## src/rtl/seg7_pkg.sv

```systemverilog
// seg7_pkg: segment table and code constants shared by both ends of the display path
package seg7_pkg;

    localparam int SEG_A  = 7;
    localparam int SEG_B  = 6;
    localparam int SEG_C  = 5;
    localparam int SEG_D  = 4;
    localparam int SEG_E  = 3;
    localparam int SEG_F  = 2;
    localparam int SEG_G  = 1;
    localparam int SEG_DP = 0;

    // Active-low a..g patterns for each decimal digit
    localparam logic [6:0] PAT_0 = 7'b0000001;
    localparam logic [6:0] PAT_1 = 7'b1001111;
    localparam logic [6:0] PAT_2 = 7'b0010010;
    localparam logic [6:0] PAT_3 = 7'b0000110;
    localparam logic [6:0] PAT_4 = 7'b1001100;
    localparam logic [6:0] PAT_5 = 7'b0100100;
    localparam logic [6:0] PAT_6 = 7'b0100000;
    localparam logic [6:0] PAT_7 = 7'b0001111;
    localparam logic [6:0] PAT_8 = 7'b0000000;
    localparam logic [6:0] PAT_9 = 7'b0000100;

    localparam logic [6:0] SEG_BLANK = 7'h7F;

    localparam logic [3:0] BCD_BLANK   = 4'hF;
    localparam logic [3:0] BCD_ILLEGAL = 4'hE;

    localparam logic [9:0][6:0] DIGIT_PAT = {
        PAT_9, PAT_8, PAT_7, PAT_6, PAT_5, PAT_4, PAT_3, PAT_2, PAT_1, PAT_0
    };

endpackage

```

## src/rtl/seg7_pattern_to_bcd.sv

```systemverilog
// seg7_pattern_to_bcd: inverse of the digit table, a..g pattern to BCD plus illegal flag
module seg7_pattern_to_bcd
    import seg7_pkg::*;
(
    input  logic [6:0] pattern,
    output logic [3:0] bcd,
    output logic       err
);

    // Look the pattern up in the shared table; unmatched patterns are blank or illegal
    always_comb begin
        bcd = pattern == SEG_BLANK ? BCD_BLANK : BCD_ILLEGAL;
        err = pattern != SEG_BLANK;
        for (int i = 0; i < 10; i++)
            if (pattern == DIGIT_PAT[i]) begin
                bcd = 4'(i);
                err = 1'b0;
            end
    end

endmodule

```

## src/rtl/seg7_scan_capture.sv

```systemverilog
// seg7_scan_capture: reconstructs the digits shown on a multiplexed 7-segment display
module seg7_scan_capture
    import seg7_pkg::*;
#(
    parameter int NUM_DIGITS     = 4,
    parameter int STABLE_CYCLES  = 4,
    parameter int TIMEOUT_CYCLES = 65536
) (
    input  logic                    clk,
    input  logic                    reset,
    input  logic [NUM_DIGITS-1:0]   an,
    input  logic [7:0]              seg,
    output logic [4*NUM_DIGITS-1:0] bcd_out,
    output logic [NUM_DIGITS-1:0]   dp_out,
    output logic [NUM_DIGITS-1:0]   digit_err,
    output logic                    frame_valid,
    output logic                    timeout
);

    localparam int SW = $clog2(STABLE_CYCLES + 1);
    localparam int TW = $clog2(TIMEOUT_CYCLES);
    localparam int IW = NUM_DIGITS > 1 ? $clog2(NUM_DIGITS) : 1;
    localparam logic [SW-1:0] STABLE_MAX   = SW'(STABLE_CYCLES);
    localparam logic [TW-1:0] TIMEOUT_LAST = TW'(TIMEOUT_CYCLES - 1);

    logic [NUM_DIGITS-1:0]   an_s1, an_s2, an_prev;
    logic [7:0]              seg_s1, seg_s2, seg_prev;
    logic [SW-1:0]           cnt, cnt_next;
    logic [TW-1:0]           tcnt;
    logic [NUM_DIGITS-1:0]   seen;
    logic [4*NUM_DIGITS-1:0] sh_bcd;
    logic [NUM_DIGITS-1:0]   sh_dp, sh_err;
    logic [3:0]              lows;
    logic [IW-1:0]           idx;
    logic                    valid, same, capture, frame_done, expire;
    logic [3:0]              dec_bcd;
    logic                    dec_err;

    seg7_pattern_to_bcd u_dec (
        .pattern (seg_s2[SEG_A:SEG_G]),
        .bcd     (dec_bcd),
        .err     (dec_err)
    );

    // Active digit index and validity: exactly one anode low, else treat as blanking
    always_comb begin
        lows = '0;
        idx  = '0;
        for (int i = 0; i < NUM_DIGITS; i++)
            if (!an_s2[i]) begin
                lows = lows + 4'd1;
                idx  = IW'(i);
            end
        valid      = lows == 4'd1;
        same       = {an_s2, seg_s2} == {an_prev, seg_prev};
        cnt_next   = !valid ? '0 : !same ? SW'(1) : cnt == STABLE_MAX ? cnt : cnt + SW'(1);
        capture    = valid && cnt_next == STABLE_MAX && !(same && cnt == STABLE_MAX) && !seen[idx];
        frame_done = &seen;
        expire     = !capture && tcnt == TIMEOUT_LAST;
    end

    // Two-flop synchronizers, idle (all ones) out of reset
    always_ff @(posedge clk) begin
        if (reset) begin
            an_s1  <= '1;
            an_s2  <= '1;
            seg_s1 <= '1;
            seg_s2 <= '1;
        end else begin
            an_s1  <= an;
            an_s2  <= an_s1;
            seg_s1 <= seg;
            seg_s2 <= seg_s1;
        end
    end

    // Remember last sample and count how long it has stayed unchanged
    always_ff @(posedge clk) begin
        if (reset) begin
            an_prev  <= '1;
            seg_prev <= '1;
            cnt      <= '0;
        end else begin
            an_prev  <= an_s2;
            seg_prev <= seg_s2;
            cnt      <= cnt_next;
        end
    end

    // Latch the first stable value of each digit into the shadow set for this frame
    always_ff @(posedge clk) begin
        if (reset) begin
            seen   <= '0;
            sh_bcd <= '1;
            sh_dp  <= '0;
            sh_err <= '0;
        end else if (frame_done || expire) begin
            seen <= '0;
        end else if (capture) begin
            seen[idx]          <= 1'b1;
            sh_bcd[4*idx +: 4] <= dec_bcd;
            sh_dp[idx]         <= ~seg_s2[SEG_DP];
            sh_err[idx]        <= dec_err;
        end
    end

    // Idle timer: abandon a partial frame when no digit has been captured for too long
    always_ff @(posedge clk) begin
        if (reset) begin
            tcnt    <= '0;
            timeout <= 1'b0;
        end else begin
            tcnt    <= capture || expire ? '0 : tcnt + TW'(1);
            timeout <= expire;
        end
    end

    // Publish the shadow set once every digit has been seen
    always_ff @(posedge clk) begin
        if (reset) begin
            bcd_out     <= '1;
            dp_out      <= '0;
            digit_err   <= '0;
            frame_valid <= 1'b0;
        end else begin
            frame_valid <= frame_done;
            if (frame_done) begin
                bcd_out   <= sh_bcd;
                dp_out    <= sh_dp;
                digit_err <= sh_err;
            end
        end
    end

endmodule
```

## config.mk

```make
export PLATFORM = sky130hd
export DESIGN_NAME = seg7_scan_capture
export DESIGN_NICKNAME = d
export VERILOG_FILES = /design/src/rtl/seg7_pkg.sv /design/src/rtl/seg7_pattern_to_bcd.sv /design/src/rtl/seg7_scan_capture.sv
export SDC_FILE = /design/constraint.sdc
export NUM_CORES = 1
export LEC_CHECK = 0
export ABC_AREA = 1
export CAP_MARGIN = 10
export CORE_MARGIN = 1.5
export CORE_UTILIZATION = 40
export CTS_CLUSTER_SIZE = 16
export DETAILED_ROUTE_END_ITERATION = 7
export PLACE_DENSITY = 0.58
export SLEW_MARGIN = 20
export SYNTH_ARGS = -nofsm -noshare
export SYNTH_HDL_FRONTEND = slang
export SYNTH_SLANG_ARGS = --single-unit
export TNS_END_PERCENT = 1
```

## constraint.sdc

```tcl
create_clock -name clk -period 6.7 [get_ports clk]
set_input_delay 1.34 -clock clk [delete_from_list [all_inputs] [get_ports clk]]
set_output_delay 1.34 -clock clk [all_outputs]
set_load 0.05 [all_outputs]
```

==> results.md <==
- Outcome: complete, no violations
- CTS buffer count: 9
- Critical path depth: 4
- Global Route Usage Sum: between 10% and 20%
- Async set-reset flop share out of synthesis: 0%
- CP top delay family: buffers and inverters
- Area leader, netlist: dfxtp_1
- Initial core utilization: 41.1%
- Post-cts resize count: 0
- Post-layout util: a little under half
- Synthesis-stage register bit count: 109
- Synthesized Nets: 575
- Post-route ant nets: 0
- Crit start category: input pin
- CTS H-tree depth: 3
- Fmax achieved: around 290 MHz
- Initial DRC Count: ~150
- Hold endpoint: an_s2[3]$_SDFF_PP1_
- Worst min-delay path startpoint: an_s1[3]$_SDFF_PP1_
- Final Setup Violations: 0
- IO Pins: 40
- Seq/Total Area, Yosys: approximately half
- Worst endpoint required time: around 7.0 ns
- Final slew viol count: 0
- DP Area: about 5000 um^2
- Worst Reg-to-Reg Cells: 16
- Pwr Density: 226 nW/um^2
- Worst-case clock buffer depth: 2
- Final Hold Fails: 0
- Post-synth top flop: dfxtp_1
- Slowest CP cell: clkdlybuf4s50_1
- Crit Path Class: in -> reg
- Hold_buf cts: 0
- Vias/cell: between 4 and 5
- Clk slew on worst S/H paths: around 0.09 ns
- Worst Skew: just over 0.01 ns
- First-pass GRT wire length: about 15000 um
- P&R area growth vs syn: 15.3%
- Yosys warnings: 0
- CP bufs+invs: 2
- GRT Residual Overflow: 0
- Largest net degree at the start of global routing: 39
- RSZ-0062 raised after global routing: false
- RR Startpoint: an_s2[1]$_SDFF_PP1_
- Slew @ Worst Pin: between 0.8 and 0.9 ns
- Synth top area cells: dfxtp_1 (49%), nand2_1 (11%), nor2_1 (5.9%)
- Vias in the first global route: 3298
- Design area: slightly above 5000 um^2
- Root buffer cell: clkbuf_8
- Mapped Avg Cell Area: roughly 8.1 um^2
- Routed WL: 8540 um
- CP Max Fanout: 30
- Cells after synthesis: roughly 560
- Relative slew slack: 39.9%
- Setup TNS: 0 ns
- P_leak: about 2.3 nW
- # DRC: 0
- # Post-CTS Setup Buffers: 0
- Antenna violations before repair: 0
- Fin crit share: 52.4%
- Port bufs: 39
- Synth top area share: 48.8%
- Largest stage delay on the critical path: between 0.8 and 0.9 ns
- Post-layout nets: around 610
- Layout fillers: 1100
- HP Class: reg -> reg
- Setup crit end kind: flop
- Die width: around 110 um
- Cell Chain, Critical Path: clkdlybuf4s50_1 > nor2_1 > clkinv_1 > o22a_1
- Data arrival time of the critical path: between 3 and 4 ns
- Die area: approximately 12000 um^2
- Max Cap Viol: 0
- Post-synth EDFFs: 0
- Clk_lat worst skew: 0.37 ns
- Core ar.: 10900 um^2
- Library cells used by synthesis: 38
- R2R Path End: sh_bcd[8]$_SDFFE_PP1P_
- Cell Rows: 38
- CTS tree: yes
- Minimum clock period: 3.51 ns
- Ant. Diodes: 0
- DR pass1 iterations: 4
- Mapped cell area: 4470 um^2
- Die height: 109 um
- Hold depth: 1
- Peak supply drop: 122 uV
- Top-count cell post-synth: nand2_1
- Routed vias: between 3000 and 4000
- Post-DR wirelength/cell: around 12 um
- Clock Sink Count: about 110
- Share of layout cells above drive strength 1: approximately a tenth
- Placer Congestion: around 0.80
- Flop2flop setup slack: between 3 and 4 ns
- Detailed placement HPWL: around 6300 um
- Post-synth top cells: nand2_1 (127), dfxtp_1 (109), nor2_1 (70)
[cell usage in the layout (no fill, tap or decap), types with 3 or more instances in the layout]
cell type,n
o21ai_0,9
o22a_1,16
dfxtp_1,109
nor2_1,70
nand3_2,3
inv_1,48
a22o_1,6
nand2_1,127
inv_2,3
nor3_1,9
or2_2,24
nand4_1,26
ha_1,6
clkdlybuf4s50_1,39
a21oi_1,3
nor2_2,5
clkinv_2,3
clkbuf_8,9
xor2_1,10
nand3_1,36
xnor2_1,9
[worst max-delay path by stage]
stage                                          end  startpoint  slack, ns
final                     bcd_out[14]$_SDFFE_PP1P_       reset       3.19
after global routing       bcd_out[7]$_SDFFE_PP1P_       reset       2.88
after CTS                      tcnt[10]$_SDFF_PP0_       reset       3.11
after detailed placement       tcnt[10]$_SDFF_PP0_       reset       2.71
after global placement         tcnt[10]$_SDFF_PP0_       reset       2.79
after floorplan           bcd_out[10]$_SDFFE_PP1P_       reset       4.16
[cell type report]
class                           instances  area, um^2  area share (%)
Sequential cell                       109        2180            42.3
Inverter                               54         208            4.03
Multi-Input combinational cell        375        1990            38.5
Clock buffer                            9         124            2.40
Clock inverter                          7        90.1            1.75
Tap cell                              140         175            3.40
Timing Repair Buffer                   39         390            7.57
[through the flow]
| step | hold WS (ns) | total power, mW | worst slack, ns | cells |
|---|---|---|---|---|
| after floorplan | 0.389 | 0.738 | 4.16 | 555 |
| after global placement | 0.391 | 0.755 | 2.79 | 717 |
| after detailed placement | 0.393 | 0.756 | 2.71 | 717 |
| after CTS | 0.417 | 1.18 | 3.11 | 733 |
| after global routing | 0.429 | 1.22 | 2.88 | 733 |
| final | 0.414 | 1.16 | 3.19 | 733 |
[report_power, final]
part           internal, mW  total (mW)  switching [mW]  leakage (nW)
registers             0.658       0.667         0.00884         0.887
logic                0.0285      0.0739          0.0454          1.29
clock network         0.208       0.422           0.214         0.105
[cell families after synthesis]
logic type,Yosys count,share of synthesized area (%)
flip-flops,109,48.8
adder cells (fa/ha/maj),6,1.68
XOR/XNOR,20,4.09
AO/OA/AOI/OAI,37,6.10
buffers and inverters,71,6.77
AND/OR/NAND/NOR,312,32.6
[state kept, by name, indices dropped and copies added, names as in the netlist, 8 cells and up]
signal,flops
seg_s2,8
seg_prev,8
tcnt,16
sh_bcd,16
bcd_out,16
seg_s1,8
[routing by layer]
layer	vias to the layer above	GRT usage [%]	part of all wire, %
li1	1852	-	-
met1	1585	20.0	47
met2	63	26.4	47
met3	16	2.99	3.9
met4	0	7.89	2.4
met5	-	0	0
(Power assumes the default switching activity.)
